`config.mk`:
```
export PLATFORM = sky130hd
export DESIGN_NAME = mem_access_stage
export DESIGN_NICKNAME = d
export VERILOG_FILES = /design/src/rtl/mem_pkg.sv /design/src/rtl/mem_load_align.sv /design/src/rtl/mem_access_stage.sv
export SDC_FILE = /design/constraint.sdc
export NUM_CORES = 1
export LEC_CHECK = 0
export CAP_MARGIN = 40
export CORE_MARGIN = 5
export CORE_UTILIZATION = 42
export DETAILED_ROUTE_END_ITERATION = 12
export GPL_ROUTABILITY_DRIVEN = 0
export GPL_TIMING_DRIVEN = 0
export MAX_ROUTING_LAYER = met4
export PLACE_DENSITY = 0.82
export SYNTH_ARGS = -nofsm -noshare
export SYNTH_HDL_FRONTEND = slang
export SYNTH_SLANG_ARGS = --single-unit
```
`constraint.sdc`:
```
create_clock -name i_clk -period 3 [get_ports i_clk]
set_clock_uncertainty 0.15 [all_clocks]
set_input_delay 0.6 -clock i_clk [delete_from_list [all_inputs] [get_ports i_clk]]
set_output_delay 0.6 -clock i_clk [all_outputs]
set_load 0.01 [all_outputs]
```
`src/rtl/mem_pkg.sv`:
```
// mem_pkg: shared definitions for the MEM pipeline stage.
//   - funct3 size/sign codes used by loads and stores
//   - 2-bit FSM state encoding for mem_access_stage
//   - watchdog counter width
//   - lane-mask, alignment and store-data helper functions
package mem_pkg;

    localparam logic [2:0] F3_B  = 3'b000;
    localparam logic [2:0] F3_H  = 3'b001;
    localparam logic [2:0] F3_W  = 3'b010;
    localparam logic [2:0] F3_BU = 3'b100;
    localparam logic [2:0] F3_HU = 3'b101;

    localparam int WAIT_W = 8;

    localparam logic [1:0] S_IDLE       = 2'd0;
    localparam logic [1:0] S_WAIT_READY = 2'd1;
    localparam logic [1:0] S_WAIT_RESP  = 2'd2;
    localparam logic [1:0] S_DONE       = 2'd3;

    // Byte lanes touched by an access of the given size at the given offset.
    // Unknown funct3 codes are treated as full-word accesses.
    function automatic logic [3:0] lane_mask(input logic [2:0] f3, input logic [1:0] off);
        logic [3:0] m;
        case (f3)
            F3_B, F3_BU: m = 4'b0001 << off;
            F3_H, F3_HU: m = off[1] ? 4'b1100 : 4'b0011;
            default:     m = 4'b1111;
        endcase
        return m;
    endfunction

    function automatic logic is_misaligned(input logic [2:0] f3, input logic [1:0] off);
        logic r;
        case (f3)
            F3_H, F3_HU: r = off[0];
            F3_W:        r = (off != 2'b00);
            default:     r = 1'b0;
        endcase
        return r;
    endfunction

    // Store data replicated across all lanes; the mask selects the live ones.
    function automatic logic [31:0] store_wdata(input logic [2:0] f3, input logic [31:0] rs2);
        logic [31:0] d;
        case (f3)
            F3_B:    d = {4{rs2[7:0]}};
            F3_H:    d = {2{rs2[15:0]}};
            default: d = rs2;
        endcase
        return d;
    endfunction

endpackage

```
`src/rtl/mem_load_align.sv`:
```
// mem_load_align: combinational load-data alignment.
//   i_funct3  load size/sign code
//   i_offset  byte offset within the word (addr[1:0])
//   i_raw     raw word returned by data memory
//   o_data    selected lane, sign- or zero-extended to 32 bits
//   o_mask    byte lanes covered by the access
module mem_load_align
    import mem_pkg::*;
(
    input  logic [2:0]  i_funct3,
    input  logic [1:0]  i_offset,
    input  logic [31:0] i_raw,
    output logic [31:0] o_data,
    output logic [3:0]  o_mask
);

    logic [7:0]  byte_sel;
    logic [15:0] half_sel;

    always_comb begin
        byte_sel = i_raw[7:0];
        case (i_offset)
            2'd0: byte_sel = i_raw[7:0];
            2'd1: byte_sel = i_raw[15:8];
            2'd2: byte_sel = i_raw[23:16];
            2'd3: byte_sel = i_raw[31:24];
            default: byte_sel = i_raw[7:0];
        endcase
        half_sel = i_offset[1] ? i_raw[31:16] : i_raw[15:0];
    end

    always_comb begin
        case (i_funct3)
            F3_B:    o_data = {{24{byte_sel[7]}}, byte_sel};
            F3_BU:   o_data = {24'd0, byte_sel};
            F3_H:    o_data = {{16{half_sel[15]}}, half_sel};
            F3_HU:   o_data = {16'd0, half_sel};
            default: o_data = i_raw;
        endcase
        o_mask = lane_mask(i_funct3, i_offset);
    end

endmodule

```
`src/rtl/mem_access_stage.sv`:
```
// mem_access_stage: MEM pipeline stage of the RV32I core.
// Turns load/store micro-ops into word-aligned requests on a req/ready,
// rvalid data bus, stalls the pipeline until the access completes, and
// presents aligned load data plus retire fields for the MEM/WB register.
//   i_clk, i_rst_n            clock, async active-low reset
//   i_valid .. i_rs2_rdata    EX/MEM slot contents
//   o_mem_* / i_mem_*         data-memory bus
//   o_stall                   freeze IF..EX/MEM and hold MEM/WB
//   o_load_data, o_dmem_*     retire results (non-zero only in DONE)
//   o_misaligned              misaligned access, no bus request
//   o_bus_err                 watchdog expiry pulse
module mem_access_stage
    import mem_pkg::*;
#(
    parameter int unsigned MAX_WAIT = 255
) (
    input  logic        i_clk,
    input  logic        i_rst_n,
    input  logic        i_valid,
    input  logic        i_mem_read,
    input  logic        i_mem_write,
    input  logic [2:0]  i_funct3,
    input  logic [31:0] i_alu_result,
    input  logic [31:0] i_rs2_rdata,
    output logic        o_mem_req,
    output logic [31:0] o_mem_addr,
    output logic        o_mem_wen,
    output logic [3:0]  o_mem_wmask,
    output logic [31:0] o_mem_wdata,
    input  logic        i_mem_ready,
    input  logic        i_mem_rvalid,
    input  logic [31:0] i_mem_rdata,
    output logic        o_stall,
    output logic [31:0] o_load_data,
    output logic [31:0] o_dmem_addr,
    output logic [3:0]  o_dmem_mask,
    output logic        o_dmem_ren,
    output logic        o_dmem_wen,
    output logic [31:0] o_dmem_rdata,
    output logic [31:0] o_dmem_wdata,
    output logic        o_misaligned,
    output logic        o_bus_err
);

    localparam logic [WAIT_W-1:0] MAX_WAIT_C = WAIT_W'(MAX_WAIT);
    localparam bit                WDOG_EN    = (MAX_WAIT != 0);

    logic [1:0]        state_q, state_d;
    logic [WAIT_W-1:0] cnt_q, cnt_d;
    logic [31:0]       addr_q, addr_d;
    logic [2:0]        f3_q, f3_d;
    logic              ren_q, ren_d;
    logic              wen_q, wen_d;
    logic [31:0]       wdata_q, wdata_d;
    logic [31:0]       rdata_q, rdata_d;

    logic memop, mis, start, in_wait, timeout, done;
    logic [31:0] align_data;
    logic [3:0]  align_mask;

    assign memop   = i_valid & (i_mem_read | i_mem_write);
    assign mis     = is_misaligned(i_funct3, i_alu_result[1:0]);
    assign start   = memop & ~mis;
    assign in_wait = (state_q == S_WAIT_READY) | (state_q == S_WAIT_RESP);
    assign timeout = WDOG_EN & in_wait & (cnt_q == MAX_WAIT_C);
    assign done    = (state_q == S_DONE);

    always_comb begin
        state_d = state_q;
        cnt_d   = cnt_q;
        addr_d  = addr_q;
        f3_d    = f3_q;
        ren_d   = ren_q;
        wen_d   = wen_q;
        wdata_d = wdata_q;
        rdata_d = rdata_q;
        case (state_q)
            S_IDLE: begin
                if (start) begin
                    // EX/MEM is frozen from here on, so capturing once is enough.
                    addr_d  = i_alu_result;
                    f3_d    = i_funct3;
                    wen_d   = i_mem_write;
                    ren_d   = i_mem_read & ~i_mem_write;
                    wdata_d = i_mem_write ? store_wdata(i_funct3, i_rs2_rdata) : '0;
                    rdata_d = '0;
                    cnt_d   = '0;
                    if (i_mem_ready) state_d = i_mem_write ? S_DONE : S_WAIT_RESP;
                    else             state_d = S_WAIT_READY;
                end
            end
            S_WAIT_READY: begin
                if (timeout) begin
                    rdata_d = '0;
                    state_d = S_DONE;
                end else if (i_mem_ready) begin
                    cnt_d   = '0;
                    state_d = wen_q ? S_DONE : S_WAIT_RESP;
                end else begin
                    cnt_d = cnt_q + 1'b1;
                end
            end
            S_WAIT_RESP: begin
                if (timeout) begin
                    rdata_d = '0;
                    state_d = S_DONE;
                end else if (i_mem_rvalid) begin
                    rdata_d = i_mem_rdata;
                    state_d = S_DONE;
                end else begin
                    cnt_d = cnt_q + 1'b1;
                end
            end
            default: state_d = S_IDLE;
        endcase
    end

    always_ff @(posedge i_clk or negedge i_rst_n) begin
        if (!i_rst_n) begin
            state_q <= S_IDLE;
            cnt_q   <= '0;
            addr_q  <= '0;
            f3_q    <= '0;
            ren_q   <= 1'b0;
            wen_q   <= 1'b0;
            wdata_q <= '0;
            rdata_q <= '0;
        end else begin
            state_q <= state_d;
            cnt_q   <= cnt_d;
            addr_q  <= addr_d;
            f3_q    <= f3_d;
            ren_q   <= ren_d;
            wen_q   <= wen_d;
            wdata_q <= wdata_d;
            rdata_q <= rdata_d;
        end
    end

    mem_load_align u_align (
        .i_funct3 (f3_q),
        .i_offset (addr_q[1:0]),
        .i_raw    (rdata_q),
        .o_data   (align_data),
        .o_mask   (align_mask)
    );

    // The IDLE-state decode reads live EX/MEM inputs, so it is qualified with
    // reset to keep the bus and pipeline quiet while reset is held.
    assign o_mem_req    = i_rst_n & (((state_q == S_IDLE) & start) | (state_q == S_WAIT_READY));
    assign o_stall      = i_rst_n & (((state_q == S_IDLE) & start) | in_wait);
    assign o_misaligned = i_rst_n & (state_q == S_IDLE) & memop & mis;
    assign o_bus_err    = timeout;

    assign o_mem_addr  = {i_alu_result[31:2], 2'b00};
    assign o_mem_wen   = i_mem_write;
    assign o_mem_wmask = i_mem_write ? lane_mask(i_funct3, i_alu_result[1:0]) : 4'b0000;
    assign o_mem_wdata = store_wdata(i_funct3, i_rs2_rdata);

    assign o_load_data  = (done & ren_q) ? align_data : '0;
    assign o_dmem_addr  = done ? addr_q : '0;
    assign o_dmem_mask  = done ? align_mask : 4'b0000;
    assign o_dmem_ren   = done & ren_q;
    assign o_dmem_wen   = done & wen_q;
    assign o_dmem_rdata = done ? rdata_q : '0;
    assign o_dmem_wdata = done ? wdata_q : '0;

endmodule

```
== After elaboration in Yosys (flattened, before gate mapping) ==
Index checks and enable logic that the tools add are counted.
Cells by class
  muxes and demuxes: 36
  eq/ne operators: 21
  add/sub/neg operators: 1
  reductions and logical operators: 14
  bitwise logic cells: 18
  shift-type cells: 2
Operator list (number)
  $mux W32: 9
  $pmux W32 S4: 1
  $pmux W32 S3: 1
  $pmux W32 S2: 1
  $mux W8: 5
  $pmux W8 S4: 1
  $pmux W8 S3: 1
  $mux W16: 1
  $mux W4: 4
  $pmux W4 S2: 2
  $and A1 B1 Y1: 12
  $eq A3 B3 Y1 const B: 4
  $mux W2: 6
  $ne A2 B2 Y1 const B: 5
  $add A8 B1 Y8 const B: 1
  $eq A2 B2 Y1 const B: 4
  $eq A8 B8 Y1 const B: 1
  $reduce_or A2 Y1: 4
  $shl A1 B2 Y4 const A: 2
  $eq A3 B1 Y1 const B: 2
  $logic_not A3 Y1: 2
  $ne A3 B3 Y1 const B: 2
  $pmux W2 S3: 1
  $reduce_and A5 Y1: 1
  12 further kinds: 19
Word-level totals
  bits in registers: 111
  input bits: 106
  output and inout port bits: 207
  logic and storage cells: 100

== Longest topological paths before layout ==
  word-level depth: 8
  gate-level depth with buffers: 9
  depth with buffers taken out: 7

== Modules after synthesis ==
Synthesis repeated with hierarchy kept, for this count alone.
Second synthesis, totals
  cells, all modules: 842
  area total of the unflattened synthesis: 7240.7 µm²
Modules (own cells, without submodules)
  mem_access_stage: cells an instance 712, area each 6322.3 µm², times used 1, sequential area each 2777.7 µm²
  mem_load_align: cells an instance 130, area each 918.4 µm², times used 1, sequential area each 0.0 µm²

== Worst setup path after synthesis ==
OpenSTA, ideal clock, no wires.
  kind: input to output
  from: input i_funct3[1]
  to: output o_mem_req
  path buffers: 3
  stages on the path: 7
  setup slack: 426 ps
  required time: 2250 ps
  arrival: 1824 ps
  cells stage by stage: buf_4 -> or3b_1 -> o22ai_2 -> nand2b_1 -> buf_2 -> buf_2 -> a21boi_0
On the way
  longest elaborated chain between the ends: 8
  elaborated cells on any way between the ends: 10
  classes of those cells: eq/ne (3); mux (1); bitwise (5); reduce/logical (1)
RTL lines
  from (decl): line mem_access_stage.sv:22  | input logic [2:0] i_funct3,
  $eq A3 B1 Y1 / $eq A3 B3 Y1 (equally long branches): line mem_pkg.sv:35  | case (f3)
  $reduce_or A2 Y1: line mem_pkg.sv:35
  $pmux W1 S2 (*): line mem_pkg.sv:35
  $not A1 Y1 (*): line mem_access_stage.sv:63  | assign start = memop & ~mis;
  $and A1 B1 Y1 (*): line mem_access_stage.sv:63
  $and A1 B1 Y1 (*): line mem_access_stage.sv:150  | assign o_mem_req = i_rst_n & (((state_q == S_IDLE) & start) | (state_q == S_WAIT_READY));
  $or A1 B1 Y1 (*): line mem_access_stage.sv:150
  $and A1 B1 Y1 (*): line mem_access_stage.sv:150
  to (decl): line mem_access_stage.sv:25  | output logic o_mem_req,
Every way passes the cells marked *; elsewhere a longest branch is shown, timed or not.

== Final worst setup path ==
  from: register rdata_q[15]
  to: output o_load_data[10]
On the way
  longest elaborated chain between the ends: 3
RTL lines
  from (decl): line mem_access_stage.sv:55  | logic [31:0] rdata_q, rdata_d;
  from (signal assigned): line mem_access_stage.sv:136  | rdata_q <= rdata_d;
  $pmux W8 S4: line mem_load_align.sv:22  | case (i_offset)
  $pmux W32 S4: line mem_load_align.sv:33  | case (i_funct3)
  $mux W32: line mem_access_stage.sv:160  | assign o_load_data = (done & ren_q) ? align_data : '0;
  to (decl): line mem_access_stage.sv:34  | output logic [31:0] o_load_data,
Every way passes these cells.

==> run metrics <==
Reg2Reg Depth=8; nets=1220; # H-tree levels=3; initial drt markers=413; area fraction of the dominant cell type after synthesis=41.4%; fraction of registers with async set/reset=100%; Core Area=15800 um^2; post-synth top area cell=dfrtp_1; crit-path cells=mux4_2, a21o_1, nand3b_1, buf_4, buf_6, a21oi_2, a21o_1, buf_2; initial antenna violation count=1; measured slew at the worst slew-check pin=0.629 ns; Routed Antenna Nets=0; GR Util met1=31.9%; Peak Freq=~330 MHz; synth top area cells=dfrtp_1 (41%), and2_1 (9.3%), nand2_1 (8.1%); sequential share of the synthesized area=41.4%; Slew Viols, Final=0; worst vdd ir=351 uV; Final Setup Violations=2; Post-route DRC=0; top_reg_cell synth=dfrtp_1; register area=roughly 2800 um^2; root buf cell=clkbuf_16; IO Port Bufs=309; worst path required time=2.25 ns; final wirelength=25200 um; most frequent cells in the layout=clkdlybuf4s50_1 (265), nand2_1 (144), dfrtp_1 (107); RSZ-0062 raised after global routing=true; row count=46; Placed Cells=1297; Tmin final=3.02 ns; CP peak stage delay=0.50 ns; final worst-path cycle share=101%; worst skew pair latency=0.35 ns; WL/cell=around 19 um; Syn Area/Cell=8.71 um^2; Non-Filler Instances=1331; Critical Path Start Type=register; PwrDens=791 nW/um^2; pre-CTS setup slack=-0.740 ns; commonest non-fill, non-tap cell in the layout=clkdlybuf4s50_1; hold slack final=0.145 ns; clk buf depth=2; vias per cell=around 5.2; Post-Route Utilization=68.2%; Pre-antenna DRT Iters=5; Post-DP HPWL=19300 um; first-pass GRT wire length=37800 um; die span in y=136 um; smallest setup slack after layout=-0.0204 ns; I/O pin count=about 310; yosys warns=0; Area Overhead vs Synth=60.3%; Tot GR Track Use=27.2%; clock sink count=111; CTS clk-pin slew, worst paths=0.08 ns; r2r startpoint=state_q[1]$_DFFE_PN0P_; GRT met2 Usage=around 44%; critical path fanouts, max=4; GR Overflow Total=0; layout cell share with drive strength beyond 1=15.3%; gr busiest metal=met2; CTS Buf Count=9; Initial Util=between 40% and 50%; routed vias=6884; EDFF count, synth=0; kind of end point of the critical path=primary output; Final Hold Vio Count=0; vias in the first global route=7002; Slowest-stage cell, CP=mux4_2; R2R Setup Slk=0.62 ns; full die area=18600 um^2; reg2reg end=cnt_q[6]$_DFFE_PN0P_; largest net degree at the start of global routing=93; Synth cell types=54; failing checks=negative setup slack; critical path's most frequent cell=a21o_1; clock tree from TritonCTS=built; cell count after synthesis=a little under 800; footprint of the multi-input gates=~3400 um^2; Fillers=1306; max cap viols=0; die width=136 um; Mapped Area=~6700 um^2; met3 Usage GRT=6.40%; Worst slew margin=58.1%; P_leak=5.02 nW; worst min path class=in -> async; crit path kind=reg -> out; Arr. time, crit path=~2.3 ns; status=finished, violations left; Yosys reg bits=111
==> report_power, final <==
group / switching [mW] / internal [mW] / total [mW]
Sequential: 0.444 / 2.16 / 2.60
Clock: 0.597 / 0.659 / 1.26
Combinational: 2.49 / 2.16 / 4.65
==> layout make-up <==
type,count,area share [%]
diodes,2,0.0465
plain buffers,88,5.77
clock buffers,9,2.09
clock inverters,7,0.756
inverters,32,1.21
multi-input cells,538,31.4
flip-flops and latches,111,25.9
well taps,216,2.51
repair buffers,328,30.3
==> cells by family (layout without fill, tap and decap cells) <==
group           Yosys count  count (layout)  synth area share, %
compound gates          158             158                 16.1
flops                   111             111                 41.4
buf+inv                 122             464                 9.98
fa+ha+maj                 6               6                 1.12
other cells               1               4               0.0559
mux                      50              50                 7.98
simple gates            322             322                 23.4
==> metrics by stage <==
stage                     cell area, um^2  TNS [ns]  total power [mW]
after global routing                10800     -1.00              9.05
after floorplan                      6710         0              5.03
after global placement              10100   -395.59              6.82
after CTS                           10600   -0.0139              8.41
after detailed placement            10100    -23.99              6.95
final                               10800   -0.0381              8.51
==> worst max-delay path: cells and delay by family, from the launching register on <==
family / cells / cell delay [ns]
AO/OA/AOI/OAI: 3 / 0.44
multiplexers: 1 / 0.50
AND/OR/NAND/NOR: 1 / 0.18
buffers and inverters: 3 / 0.37
flip-flops: 1 / 0.42
==> cells in the mapped netlist, drive strengths merged (11+ instances only) <==
master / number
nand2: 145
dfrtp: 111
and2: 100
buf: 60
nor2: 41
a21oi: 40
a22o: 32
mux2i: 31
o21ai: 31
clkbuf: 30
inv: 30
o31ai: 19
mux2: 18
nor2b: 11
==> worst max path at each step <==
stage / from / to / slack (ns)
2_1_floorplan: i_funct3[1] / o_mem_req / 0.43
6_report: rdata_q[15]$_DFFE_PN0P_ / o_load_data[10] / -0.02
4_1_cts: rdata_q[31]$_DFFE_PN0P_ / o_load_data[10] / -0.007
3_3_place_gp: i_rst_n / o_misaligned / -3.78
3_5_place_dp: i_funct3[2] / o_mem_req / -0.74
5_1_grt: addr_q[0]$_DFFE_PN0P_ / o_load_data[14] / -0.1
==> timing repair <==
| action | CTS | global route |
|---|---|---|
| setup buffers | 12 | 4 |
| pin swaps | 6 | 4 |
| resized for setup | 108 | 37 |
| setup endpoints to repair | 155 | 91 |
| cloned | 0 | 0 |
| hold buffers | 1 | 0 |
| endpoints found under the hold margin | 20 | 0 |
==> sequential cells by signal, indices dropped and copies added (netlist names) <==
signal   cells
addr_q      32
cnt_q        8
f3_q         3
rdata_q     32
ren_q        1
state_q      2
wdata_q     32
wen_q        1
==> metal layers <==
metal  routed length [um]  share of wire [%]  up-vias
li1                     -                  -     3223
met1                 9830                 39     3269
met2                12300                 49      335
met3                 2190                8.7       57
met4                  947                3.8        0
met5                    0                  0        -
No activity file was read; power rests on OpenSTA's default activity.
